$ cat src/rtl/key_parity_monitor.sv
// key_parity_monitor: observability monitor placed beside the AES core.
// It arms when the cipher state matches TRIG_PATTERN. Once armed, each
// round-key channel computes the AND-XOR parity of the low TAP_W bits of
// state and its round key. A channel event rotates that channel's shift
// register and bumps its saturating counter. The alarm trips when any
// counter reaches THRESH.
// Optional feature macro: KPM_MASK_EN adds the trig_mask input, which
// masks the arming compare.
//
// FSM encoding is fully visible on the outputs:
//   IDLE = {armed,alarm} 00, ARMED = 10, TRIPPED = 11.
module key_parity_monitor #(
  parameter int                 N_CH         = 8,
  parameter int                 STATE_W      = 128,
  parameter int                 TAP_W        = 8,
  parameter int                 SH_W         = 8,
  parameter logic [SH_W-1:0]    SH_SEED      = SH_W'(8'hAA),
  parameter logic [STATE_W-1:0] TRIG_PATTERN = STATE_W'(128'h00112233_44556677_8899aabb_ccddeeff),
  parameter int                 CNT_W        = 16,
  parameter logic [CNT_W-1:0]   THRESH       = CNT_W'(4)
) (
  input  logic                     clk,
  input  logic                     rst,
  input  logic                     clear,
  input  logic [STATE_W-1:0]       state,
`ifdef KPM_MASK_EN
  input  logic [STATE_W-1:0]       trig_mask,
`endif
  input  logic [N_CH*STATE_W-1:0]  rk_flat,
  output logic                     armed,
  output logic                     alarm,
  output logic [N_CH-1:0]          event_vec,
  output logic [N_CH*SH_W-1:0]     sh_flat,
  output logic [N_CH*CNT_W-1:0]    cnt_flat
);

  typedef enum logic [1:0] {S_IDLE, S_ARMED, S_TRIPPED} fsm_t;

  fsm_t             fsm_q;
  logic             armed_q;
  logic             alarm_q;
  logic [N_CH-1:0]  event_q;
  logic [N_CH-1:0]  event_d;
  logic [SH_W-1:0]  sh_q  [N_CH];
  logic [CNT_W-1:0] cnt_q [N_CH];
  logic             match;
  logic             trip;

  // Only the low TAP_W bits of each round key enter the parity.
  logic rk_unused;
  assign rk_unused = ^rk_flat;

  // Arming compare: exact, or masked when the mask feature is built in.
`ifdef KPM_MASK_EN
  assign match = ((state & trig_mask) == (TRIG_PATTERN & trig_mask));
`else
  assign match = (state == TRIG_PATTERN);
`endif

  // Per-channel parity gated by "not IDLE"; this is next cycle's event strobe.
  always_comb begin
    event_d = '0;
    for (int i = 0; i < N_CH; i++) begin
      event_d[i] = (fsm_q != S_IDLE) &
                   (^(state[TAP_W-1:0] & rk_flat[i*STATE_W +: TAP_W]));
    end
  end

  // Trip request: any registered counter sitting exactly at THRESH.
  always_comb begin
    trip = 1'b0;
    for (int i = 0; i < N_CH; i++) begin
      if (cnt_q[i] == THRESH) trip = 1'b1;
    end
  end

  // Control FSM with registered armed/alarm; clear beats every transition.
  always_ff @(posedge clk or posedge rst) begin
    if (rst) begin
      fsm_q   <= S_IDLE;
      armed_q <= 1'b0;
      alarm_q <= 1'b0;
    end else if (clear) begin
      fsm_q   <= S_IDLE;
      armed_q <= 1'b0;
      alarm_q <= 1'b0;
    end else begin
      case (fsm_q)
        S_IDLE: begin
          if (match) begin
            fsm_q   <= S_ARMED;
            armed_q <= 1'b1;
          end
        end
        S_ARMED: begin
          if (trip) begin
            fsm_q   <= S_TRIPPED;
            alarm_q <= 1'b1;
          end
        end
        S_TRIPPED: begin
          // Terminal until clear or rst; later pattern matches are ignored.
        end
        default: begin
          fsm_q   <= S_IDLE;
          armed_q <= 1'b0;
          alarm_q <= 1'b0;
        end
      endcase
    end
  end

  // Channel datapath: event strobe, rotate-right register, saturating counter.
  always_ff @(posedge clk or posedge rst) begin
    if (rst) begin
      event_q <= '0;
      for (int i = 0; i < N_CH; i++) begin
        sh_q[i]  <= SH_SEED;
        cnt_q[i] <= '0;
      end
    end else if (clear) begin
      event_q <= '0;
      for (int i = 0; i < N_CH; i++) begin
        sh_q[i]  <= SH_SEED;
        cnt_q[i] <= '0;
      end
    end else begin
      event_q <= event_d;
      for (int i = 0; i < N_CH; i++) begin
        if (event_d[i]) begin
          sh_q[i] <= {sh_q[i][0], sh_q[i][SH_W-1:1]};
          if (cnt_q[i] != {CNT_W{1'b1}}) cnt_q[i] <= cnt_q[i] + CNT_W'(1);
        end
      end
    end
  end

  // Flatten per-channel registers onto the output buses.
  always_comb begin
    sh_flat  = '0;
    cnt_flat = '0;
    for (int i = 0; i < N_CH; i++) begin
      sh_flat[i*SH_W +: SH_W]    = sh_q[i];
      cnt_flat[i*CNT_W +: CNT_W] = cnt_q[i];
    end
  end

  assign armed     = armed_q;
  assign alarm     = alarm_q;
  assign event_vec = event_q;

endmodule

$ cat config.mk
export PLATFORM = sky130hd
export DESIGN_NAME = key_parity_monitor
export DESIGN_NICKNAME = d
export VERILOG_FILES = /design/src/rtl/key_parity_monitor.sv
export SDC_FILE = /design/constraint.sdc
export NUM_CORES = 1
export LEC_CHECK = 0
export CORE_AREA = 4 4 532 534
export CTS_CLUSTER_DIAMETER = 200
export DETAILED_ROUTE_END_ITERATION = 10
export DIE_AREA = 0 0 536 538
export GPL_TIMING_DRIVEN = 0
export PLACE_DENSITY = 0.3
export SLEW_MARGIN = 20
export SYNTH_ARGS = -nofsm -noshare
export SYNTH_HDL_FRONTEND = slang
export SYNTH_SLANG_ARGS = --single-unit
$ cat constraint.sdc
create_clock -name clk -period 13.16 [get_ports clk]
set_input_delay 1.974 -clock clk [delete_from_list [all_inputs] [get_ports clk]]
set_output_delay 1.974 -clock clk [all_outputs]
set_load 0.01 [all_outputs]
==> out/qor.yml, run 1 <==
status:
  status: "completed"
setup_path:
  cp_cell_sequence: "clkdlybuf4s50_1, nor4b_1, nand4_1, nor4_1, nand4_1, a21o_1, a311o_1"
  crit_fanout: 4
  slowest_stage: "nor4b_1"
  crit_top_cell: "nand4_1"
  endpoint_kind: "flip-flop"
  cp_num_buf_inv: 1
  startpoint_type: "input pin"
  crit_family: "simple AND/OR/NAND/NOR gates"
  required_ns: 13.64
  cpPeakStageDelay_ns: 0.87
  critPathKind: "in2reg"
  arrival_ns: 5.59
timing:
  finalHoldViolCount: 0
  rsz0062_at_grt: "no"
  slew_viol_final: 0
  worstMarginPinSlew_ns: 1.059
  finalClockSkew_ns: 0.01619
  setup_viol: 0
  fmax_mhz: 195.5
  finalCritPeriodShare: 0.3886
  max-slew-margin-rel: 0.2840
  period_needed_ns: 5.114
  timing.setup.tns_ns: 0
global_routing:
  grt_pass1_vias: 12310
  grt_start_max_net_pins: 61
  grt_use_met1: 0.06360
  overflow: 0
  globalRouteMet2Util: 0.09556
  grt.busiest_layer: "met2"
  grt_usage: 0.05521
  use_met3: 0.01627
  antenna_found_initial: 19
  grt_pass1_wl_um: 107900
route:
  ant_nets: 0
  via_count: 11660
  detail_route.wirelength_um: 82060
  dr.pass1.iters: 6
  viasPerCell: 2.131
  wl_per_cell_um: 15.00
  drcViolationCount: 0
  drtIter0Drc: 592
clocking:
  cts_tree: "built"
  root_buffer: "clkbuf_16"
  numClockSinks: 204
  cts_buffer_depth: 3
  cts.clk_slew.worst_paths_ns: 0.05
  clk_latency_ns: 0.60
  post_cts_resized: 0
  numCtsBuffers: 35
  htreeDepth: 2
  hold_buffers: 0
  cts_setup_buffers: 0
pwr:
  clock_power_share: 0.525
  p_comb_frac: 0.132
  irDropWorstVdd_uv: 82.15
  p_int_mw: 1.298
  switching_power_mw: 0.5345
  pwr-share-seq: 0.343
  p_leak_nw: 7.005
  power_density_nw_per_um2: 83.68
  p_sw_frac: 0.2916
die:
  num_io_pins: 1357
  rows: 194
  dieHeight_um: 538
  core_sq_um: 278400
  die_width_um: 536
  die_area_sq_um: 288400
  start_util: 0.04246
synth:
  ys_seq_elements: 204
  netlist.area_leader.share: 0.3641
  synth_common_cells: "dfrtp_1 (172), nand2_1 (155), nor2_1 (119)"
  syn_area_per_cell_sq_um: 9.294
  synth_top_cell_by_area: "dfrtp_1"
  yosysWarningCount: 0
  synth_area_leaders: "dfrtp_1 (36%), dfstp_2 (7.1%), mux2i_1 (5.1%)"
  synthCells: 1272
  synthDistinctLibCells: 62
  synth_area_sq_um: 11820
  async_flop_share: 1.000
  yosysMostFrequentCell: "dfrtp_1"
  synth_edf_count: 0
  synth_flop_cell: "dfrtp_1"
  syn-num-nets: 2447
  yosysSeqAreaShare: 0.4352
placement:
  io_buffers: 388
  place_congestion: 0.7315
  hpwlAfterDp_um: 66690
  dp_cells: 5397
layout:
  layoutNonFillerInstCount: 5471
  fin_nets: 2885
  fillers: 32510
  drive_gt1_frac: 0.1130
  area_delta_synth_final_pct: 85.26
run:
  cap_violations: 0
worst_hold_path:
  min_path_type: "reg2reg"
-- layer usage --
layer	wire length (um)	share of wire
met4	3081	0.038
met3	6704	0.082
met2	40130	0.49
met5	0	0
met1	32140	0.39
-- state kept, by name, indices dropped and copies added, names as in the netlist --
| name | flops |
|---|---|
| cnt_flat | 128 |
| sh_flat | 64 |
| event_vec | 8 |
| fsm_q | 2 |
| alarm | 1 |
| armed | 1 |
-- power groups by stage --
stage,clock network (mW),registers (mW),logic (mW)
after floorplan,0,0.639,0.0764
after global placement,0,0.639,0.249
after detailed placement,0,0.639,0.268
after CTS,1.03,0.628,0.269
after global routing,1.04,0.628,0.271
final,0.963,0.628,0.242
-- logic make-up (layout without fill, tap and decap cells) --
family                     count (synthesis)  in the layout  synth area share
muxes                                     86             86           0.07556
buffers and inverters                    108            570           0.03736
other                                      0             13                 0
DFF                                      204            204            0.4352
xor gates and xnor gates                  86             86           0.06371
adders and majority gates                 20             20           0.02117
and+or+nand+nor                          617            617            0.2811
AOI/OAI and AO/OA                        151            151           0.08594
-- worst min-delay path, delay by kind of cell (launching register included) --
family	cells	cell delay, ns
AND/OR/NAND/NOR	2	0.12
flip-flops	1	0.37
-- stage by stage --
step	setup WS [ns]	util	hold WS [ns]	cell area, sq um	power (mW)
detailed placement	7.243	0.07443	0.4914	20720	0.9069
CTS	7.925	0.07855	0.4969	21870	1.924
global placement	0.5383	0.07315	0.4838	20370	0.8879
global route	7.901	0.07856	0.5151	21870	1.943
floorplan	5.672	-	0.4954	11820	0.7153
finish	8.046	0.07867	0.4923	21900	1.833
-- cells in the final DEF, fill, tap and decap left out, types with 35 or more instances in the layout --
cell type          n
a21oi_1           55
nand3_1           52
nand2_1          155
nor4_1            44
clkbuf_16         35
mux2i_1           60
clkbuf_1          41
nand4_1           49
inv_1             37
nor2_1           118
dfrtp_1          172
clkdlybuf4s50_1  388
xnor2_1           61
-- cell type report --
| class | instances | area (sq um) | area share |
|---|---|---|---|
| multi-input combinational | 960 | 6276 | 0.2865 |
| sequential | 204 | 5145 | 0.2349 |
| tap | 3724 | 4659 | 0.2127 |
| timing repair buffer | 401 | 4174 | 0.1906 |
| clock buffer | 48 | 964.7 | 0.04404 |
| buffer | 69 | 315.3 | 0.01440 |
| clock inverter | 13 | 181.4 | 0.008283 |
| inverter | 39 | 153.9 | 0.007027 |
| antenna | 13 | 32.53 | 0.001485 |
-- final timing paths --
path,cells after the start,start,to,slack [ns]
setup / recovery,7,state[65],fsm_q[1]$_DFFE_PP0P_,8.05
max in group asynchronous,5,rst,sh_flat[35]$_DFFE_PP1P_,9.95
hold / removal,2,sh_flat[23]$_DFFE_PP1P_,sh_flat[23]$_DFFE_PP1P_,0.49
min in group asynchronous,2,rst,sh_flat[10]$_DFFE_PP0P_,1.82
hold reg to reg,2,sh_flat[23]$_DFFE_PP1P_,sh_flat[23]$_DFFE_PP1P_,0.49
setup reg to reg,9,fsm_q[0]$_DFFE_PP0P_,sh_flat[36]$_DFFE_PP0P_,9.74
Power figures use the tool's default switching activity.
==> run 2: changes to the inputs <==
--- a/config.mk
+++ b/config.mk
@@ -5,10 +5,10 @@
 export SDC_FILE = /design/constraint.sdc
 export NUM_CORES = 1
 export LEC_CHECK = 0
-export CORE_AREA = 4 4 532 534
+export CORE_AREA = 4 4 519 521
 export CTS_CLUSTER_DIAMETER = 200
 export DETAILED_ROUTE_END_ITERATION = 10
-export DIE_AREA = 0 0 536 538
+export DIE_AREA = 0 0 523 525
 export GPL_TIMING_DRIVEN = 0
 export PLACE_DENSITY = 0.3
 export SLEW_MARGIN = 20
==> constraint.sdc (replaced) <==
create_clock -name clk -period 5.1 [get_ports clk]
set_input_delay 0.765 -clock clk [delete_from_list [all_inputs] [get_ports clk]]
set_output_delay 0.765 -clock clk [all_outputs]
set_load 0.01 [all_outputs]
==> run 2 against run 1 <==
- cell area is 2.0% lower
- largest cell class unchanged
- combinational power grew 150%
- sequential power grew to 2.6 times the previous value
- register-to-register slack got worse by 8.0 ns
- power increased by 140%
- highest routed layer unchanged
==> out/qor.yml, run 2 (synthesis results as in run 1) <==
clocking:
  numClockSinks: 204  # unchanged
  hold_buffers: 0  # unchanged
  cts_setup_buffers: 0  # unchanged
  numCtsBuffers: 30  # -14%
  clk_latency_ns: 0.64  # +0.04 ns
  htreeDepth: 1  # -1
  cts_tree: "built"
  root_buffer: "clkbuf_16"
  cts_buffer_depth: 3  # unchanged
  post_cts_resized: 0  # unchanged
  cts.clk_slew.worst_paths_ns: 0.06  # about the same
placement:
  place_congestion: 0.7346  # +0.42%
  hpwlAfterDp_um: 65290  # -2.1%
  io_buffers: 388  # unchanged
timing:
  fmax_mhz: 290.2
  timing.setup.tns_ns: 0  # unchanged
  rsz0062_at_grt: "no"
  setup_viol: 0  # unchanged
  slew_viol_final: 0  # unchanged
  finalClockSkew_ns: 0.03197  # +0.01578 ns
  period_needed_ns: 3.446
  finalHoldViolCount: 0  # unchanged
  finalCritPeriodShare: 0.6756
  max-slew-margin-rel: 0.2881  # +0.004135
  worstMarginPinSlew_ns: 1.068  # +0.008719 ns
setup_path:
  arrival_ns: 3.99  # -1.60 ns
  rr_worst_depth: 9  # unchanged
  required_ns: 5.65  # -7.99 ns
  cpPeakStageDelay_ns: 0.74  # -0.13 ns
  crit_top_cell: "xnor2_1"
  crit_fanout: 10  # +6
  timing.rr.start: "fsm_q[0]$_DFFE_PP0P_"
  startpoint_type: "input pin"
  slowest_stage: "xnor2_1"
  endpoint_kind: "flip-flop"
  cp_cell_sequence: "clkdlybuf4s50_1, nand2_1, xnor2_1, xnor2_1, xnor2_1, or2_1, clkbuf_1, buf_2, buf_2, mux2i_1, nand2_1"
  r2r_slack_ns: 1.79  # -7.95 ns
  worstReg2RegEnd: "sh_flat[34]$_DFFE_PP0P_"
  critPathKind: "in2reg"
die:
  die_area_sq_um: 274600  # -4.8%
  die_width_um: 523  # -2.4%
  rows: 189  # -2.6%
  start_util: 0.04468  # +0.002214
  dieHeight_um: 525  # -2.4%
  core_sq_um: 264600  # -5.0%
  num_io_pins: 1357  # unchanged
status:
  status: "completed"
pwr:
  p_leak_nw: 6.891  # -1.6%
  p_total_mw: 4.341  # +140%
  power_density_nw_per_um2: 202.3  # +140%
  irDropWorstVdd_uv: 264.9  # +220%
worst_hold_path:
  whs_path_depth: 2  # unchanged
  worstHoldStart: "sh_flat[17]$_DFFE_PP1P_"
  min_to: "sh_flat[17]$_DFFE_PP1P_"
  min_path_type: "reg2reg"
layout:
  layout_commonest_cell: "clkdlybuf4s50_1"
  final_cell_mix: "clkdlybuf4s50_1 (388), dfrtp_1 (172), nand2_1 (155), nor2_1 (119), xnor2_1 (62)"
  area_delta_synth_final_pct: 81.51
  drive_gt1_frac: 0.1075  # -0.005519
  fin_nets: 2881  # -0.14%
  largest_reg_flops: 128  # unchanged
route:
  wl_per_cell_um: 14.76  # -1.6%
  via_count: 11570  # -0.76%
  dr.pass1.iters: 4  # -2
  viasPerCell: 2.195  # +3.0%
  drcViolationCount: 0  # unchanged
  detail_route.wirelength_um: 77790  # -5.2%
  drtIter0Drc: 486  # -18%
  ant_nets: 0  # unchanged
global_routing:
  grt_start_max_net_pins: 32  # -48%
  grt_usage: 0.05456  # -0.0006499
  grt_pass1_vias: 12240  # -0.58%
  grt_pass1_wl_um: 104300  # -3.4%
  antenna_found_initial: 11  # -8
  overflow: 0  # unchanged
run:
  cap_violations: 0  # unchanged
run 2: cell types whose count changed in the layout (fill, tap and decap cells not counted), sizes merged:
cell | before | now
diode | 13 | 6
inv | 42 | 37
clkinvlp | 0 | 4
bufinv | 3 | 0
buf | 34 | 35
clkbuf | 96 | 95
run 2: through the flow:
stage	instances	util	worst slack, ns	hold WS [ns]	instance area [sq um]
4_1_cts	5263	0.08101	1.496	0.4845	21440
2_1_floorplan	1272	-	1.717	0.4954	11830
5_1_grt	5265	0.08106	1.365	0.5020	21450
3_3_place_gp	5193	0.07607	-1.294	0.4910	20130
3_5_place_dp	5207	0.07730	0.7596	0.4928	20450
6_report	5269	0.08110	1.654	0.5023	21460
run 2: how the worst max path moves through the flow:
stage,start,to,slack (ns)
6_report,rk_flat[389],sh_flat[31]$_DFFE_PP1P_,1.65
5_1_grt,state[5],cnt_flat[53]$_DFFE_PP0P_,1.37
4_1_cts,state[5],sh_flat[31]$_DFFE_PP1P_,1.50
3_5_place_dp,state[5],sh_flat[31]$_DFFE_PP1P_,0.76
3_3_place_gp,rst,sh_flat[18]$_DFFE_PP0P_,-1.29
2_1_floorplan,rst,alarm$_DFFE_PP0P_,1.72
run 2: layer usage:
layer	up-vias	wire, um	GRT usage
met1	5611	31970	0.06380
li1	5495	-	-
met3	76	4049	0.01083
met5	-	0	0
met4	0	3365	0.02506
met2	385	38410	0.09522
run 2: cell type report:
cell class	count	area, sq um
diodes	6	15.01
plain buffers	69	310.3
clock buffers	47	904.6
clock inverters	9	77.57
fillers	30790	243200
inverters	39	150.1
multi-input cells	960	6259
flip-flops and latches	204	5145
well taps	3533	4420
repair buffers	402	4178
run 2: critical path, delay by kind of cell:
family / cells / cell delay (ns)
buffers and inverters: 4 / 1.50
xor gates and xnor gates: 3 / 1.09
and+or+nand+nor: 3 / 0.39
muxes: 1 / 0.23
run 2: where the power goes:
| group | internal, mW | switching, mW | leakage [nW] |
|---|---|---|---|
| Clock | 1.21 | 0.911 | 0.475 |
| Combinational | 0.237 | 0.360 | 3.67 |
| Sequential | 1.62 | 0.00000000000000177 | 2.74 |
==> run 3: changes to the inputs <==
==> constraint.sdc (replaced) <==
create_clock -name clk -period 3.6 [get_ports clk]
set_input_delay 0.54 -clock clk [delete_from_list [all_inputs] [get_ports clk]]
set_output_delay 0.54 -clock clk [all_outputs]
set_load 0.01 [all_outputs]
==> run 3 against run 2 <==
- setup slack worse by 1.3 ns
- combinational power up 42%
- core utilization about the same
- global-route usage unchanged
- first-iteration DRC count unchanged
- cell area about the same
- die area unchanged
- clock power up 42%
- critical path type unchanged
- largest cell class unchanged
- largest power group unchanged
==> out/qor.yml, run 3 (synthesis results as in run 1) <==
layout:
  layout_commonest_cell: "clkdlybuf4s50_1"
  layoutNonFillerInstCount: 5269  # unchanged
  fin_nets: 2881  # unchanged
  area_delta_synth_final_pct: 81.53  # about the same
  final_cell_area_sq_um: 21460  # about the same
  final_cell_mix: "clkdlybuf4s50_1 (388), dfrtp_1 (172), nand2_1 (154), nor2_1 (119), xnor2_1 (62)"
  largest_reg_flops: 128  # unchanged
  drive_gt1_frac: 0.1081  # +0.0005780
timing:
  finalCritPeriodShare: 0.8946
  max-slew-margin-rel: 0.2881  # unchanged
  fmax_mhz: 310.5
  slew_viol_final: 0  # unchanged
  finalClockSkew_ns: 0.03197  # +0.000005600 ns
  timing.setup.tns_ns: 0  # unchanged
  worstMarginPinSlew_ns: 1.068  # unchanged
  finalHoldViolCount: 0  # unchanged
  setup_viol: 0  # unchanged
  period_needed_ns: 3.221
  rsz0062_at_grt: "no"
  hold_ws_ns: 0.2963  # -0.2060 ns
clocking:
  cts_buffer_depth: 3  # unchanged
  numClockSinks: 204  # unchanged
  cts_tree: "built"
  cts.clk_slew.worst_paths_ns: 0.06  # about the same
  root_buffer: "clkbuf_16"
  clk_latency_ns: 0.64  # about the same
  numCtsBuffers: 30  # unchanged
  hold_buffers: 0  # unchanged
  htreeDepth: 1  # unchanged
route:
  dr.pass1.iters: 4  # unchanged
  drcViolationCount: 0  # unchanged
  via_count: 11570  # unchanged
  viasPerCell: 2.195  # unchanged
  drtIter0Drc: 486  # unchanged
  ant_nets: 0  # unchanged
  wl_met2_um: 38410  # about the same
  detail_route.wirelength_um: 77790  # about the same
  highest_layer: "met4"
  wl_per_cell_um: 14.76  # about the same
  wl_met3_um: 4049  # unchanged
  wl_met1_um: 31970  # about the same
setup_path:
  crit_family: "buffers and inverters"
  critPathKind: "in2reg"
  endpoint_kind: "flip-flop"
  r2r_slack_ns: 0.41  # -1.38 ns
  worstReg2RegEnd: "sh_flat[0]$_DFFE_PP0P_"
  cpPeakStageDelay_ns: 0.74  # about the same
  arrival_ns: 3.77  # -0.22 ns
  crit_fanout: 10  # unchanged
  startpoint_type: "input pin"
  cp_num_buf_inv: 4  # unchanged
  slowest_stage: "xnor2_1"
  required_ns: 4.15  # -1.50 ns
  timing.rr.start: "fsm_q[0]$_DFFE_PP0P_"
  rr_worst_depth: 9  # unchanged
  cp_cell_sequence: "clkdlybuf4s50_1, nand2_1, xnor2_1, xnor2_1, xnor2_1, or2_1, clkbuf_1, buf_2, buf_2, mux2i_1, nand2_1"
  crit_top_cell: "xnor2_1"
global_routing:
  grt_pass1_wl_um: 104300  # unchanged
  overflow: 0  # unchanged
  grt_usage: 0.05456  # unchanged
  grt_start_max_net_pins: 32  # unchanged
  grt_pass1_vias: 12240  # unchanged
  antenna_found_initial: 11  # unchanged
pwr:
  switching_power_mw: 1.801  # +42%
  pwr-share-seq: 0.373  # about the same
  p_comb_frac: 0.138  # about the same
  power_density_nw_per_um2: 286.6  # +42%
  p_leak_nw: 6.892  # about the same
  clock_power_share: 0.489  # about the same
  irDropWorstVdd_uv: 375.3  # +42%
  p_int_mw: 4.350  # +42%
  p_sw_frac: 0.2928  # about the same
  p_total_mw: 6.151  # +42%
die:
  dieHeight_um: 525  # unchanged
  die_area_sq_um: 274600  # unchanged
  start_util: 0.04468  # unchanged
  die_width_um: 523  # unchanged
  rows: 189  # unchanged
  core_sq_um: 264600  # unchanged
  num_io_pins: 1357  # unchanged
placement:
  place_congestion: 0.7346  # unchanged
  hpwlAfterDp_um: 65290  # unchanged
  placed_cell_area_sq_um: 20450  # unchanged
  dp_cells: 5207  # unchanged
  io_buffers: 388  # unchanged
worst_hold_path:
  min_path_type: "in2async"
run:
  cap_violations: 0  # unchanged
status:
  status: "completed"
run 3: cell counts in the layout (fill, tap and decap cells not counted):
Identical to the previous run, type by type.
run 3: layer usage:
layer / up-vias / track usage
met5: - / 0
met4: 0 / 0.02506
met3: 76 / 0.01083
met2: 385 / 0.09522
met1: 5611 / 0.06380
li1: 5495 / -
run 3: final cells by class:
cell class	count	area (sq um)
Timing Repair Buffer	402	4178
Clock buffer	47	904.6
Fill cell	30790	243200
Antenna cell	6	15.01
Buffer	69	310.3
Inverter	39	150.1
Clock inverter	9	77.57
Multi-Input combinational cell	960	6261
Tap cell	3533	4420
Sequential cell	204	5145
run 3: power by group through the flow:
stage | clock network (mW) | logic, mW | registers (mW)
final | 3.01 | 0.846 | 2.30
after global routing | 3.26 | 0.940 | 2.29
after CTS | 3.20 | 0.925 | 2.29
after detailed placement | 0 | 0.924 | 2.34
after global placement | 0 | 0.868 | 2.34
after floorplan | 0 | 0.280 | 2.34
run 3: worst register-to-register path: cells and delay by family (launching register included):
| kind | cells | cell delay, ns |
|---|---|---|
| mux | 1 | 0.29 |
| simple gates | 2 | 0.26 |
| buf+inv | 5 | 1.93 |
| fa+ha+maj | 1 | 0.18 |
| flops | 1 | 0.40 |
run 3: worst max path at each step:
stage | startpoint | to | slack (ns) | depth (start not counted)
after global routing | fsm_q[1]$_DFFE_PP0P_ | cnt_flat[124]$_DFFE_PP0P_ | 0.04 | 8
final | rk_flat[389] | sh_flat[31]$_DFFE_PP1P_ | 0.38 | 11
after detailed placement | state[5] | sh_flat[31]$_DFFE_PP1P_ | -0.52 | 11
after CTS | fsm_q[0]$_DFFE_PP0P_ | sh_flat[34]$_DFFE_PP0P_ | 0.05 | 9
after floorplan | rst | alarm$_DFFE_PP0P_ | 0.44 | 1
after global placement | rst | sh_flat[18]$_DFFE_PP0P_ | -2.57 | 2
run 3: through the flow:
stage                        util  setup slack, ns
final                     0.08111           0.3794
after global routing      0.08107          0.03551
after CTS                 0.08101          0.04931
after detailed placement  0.07730          -0.5154
after global placement    0.07607           -2.569
after floorplan                 -           0.4418
run 3: timing repair:
item | CTS | global route
endpoints found under the setup margin | 0 | 4
resized for setup | 0 | 1
setup buffers | 0 | 0
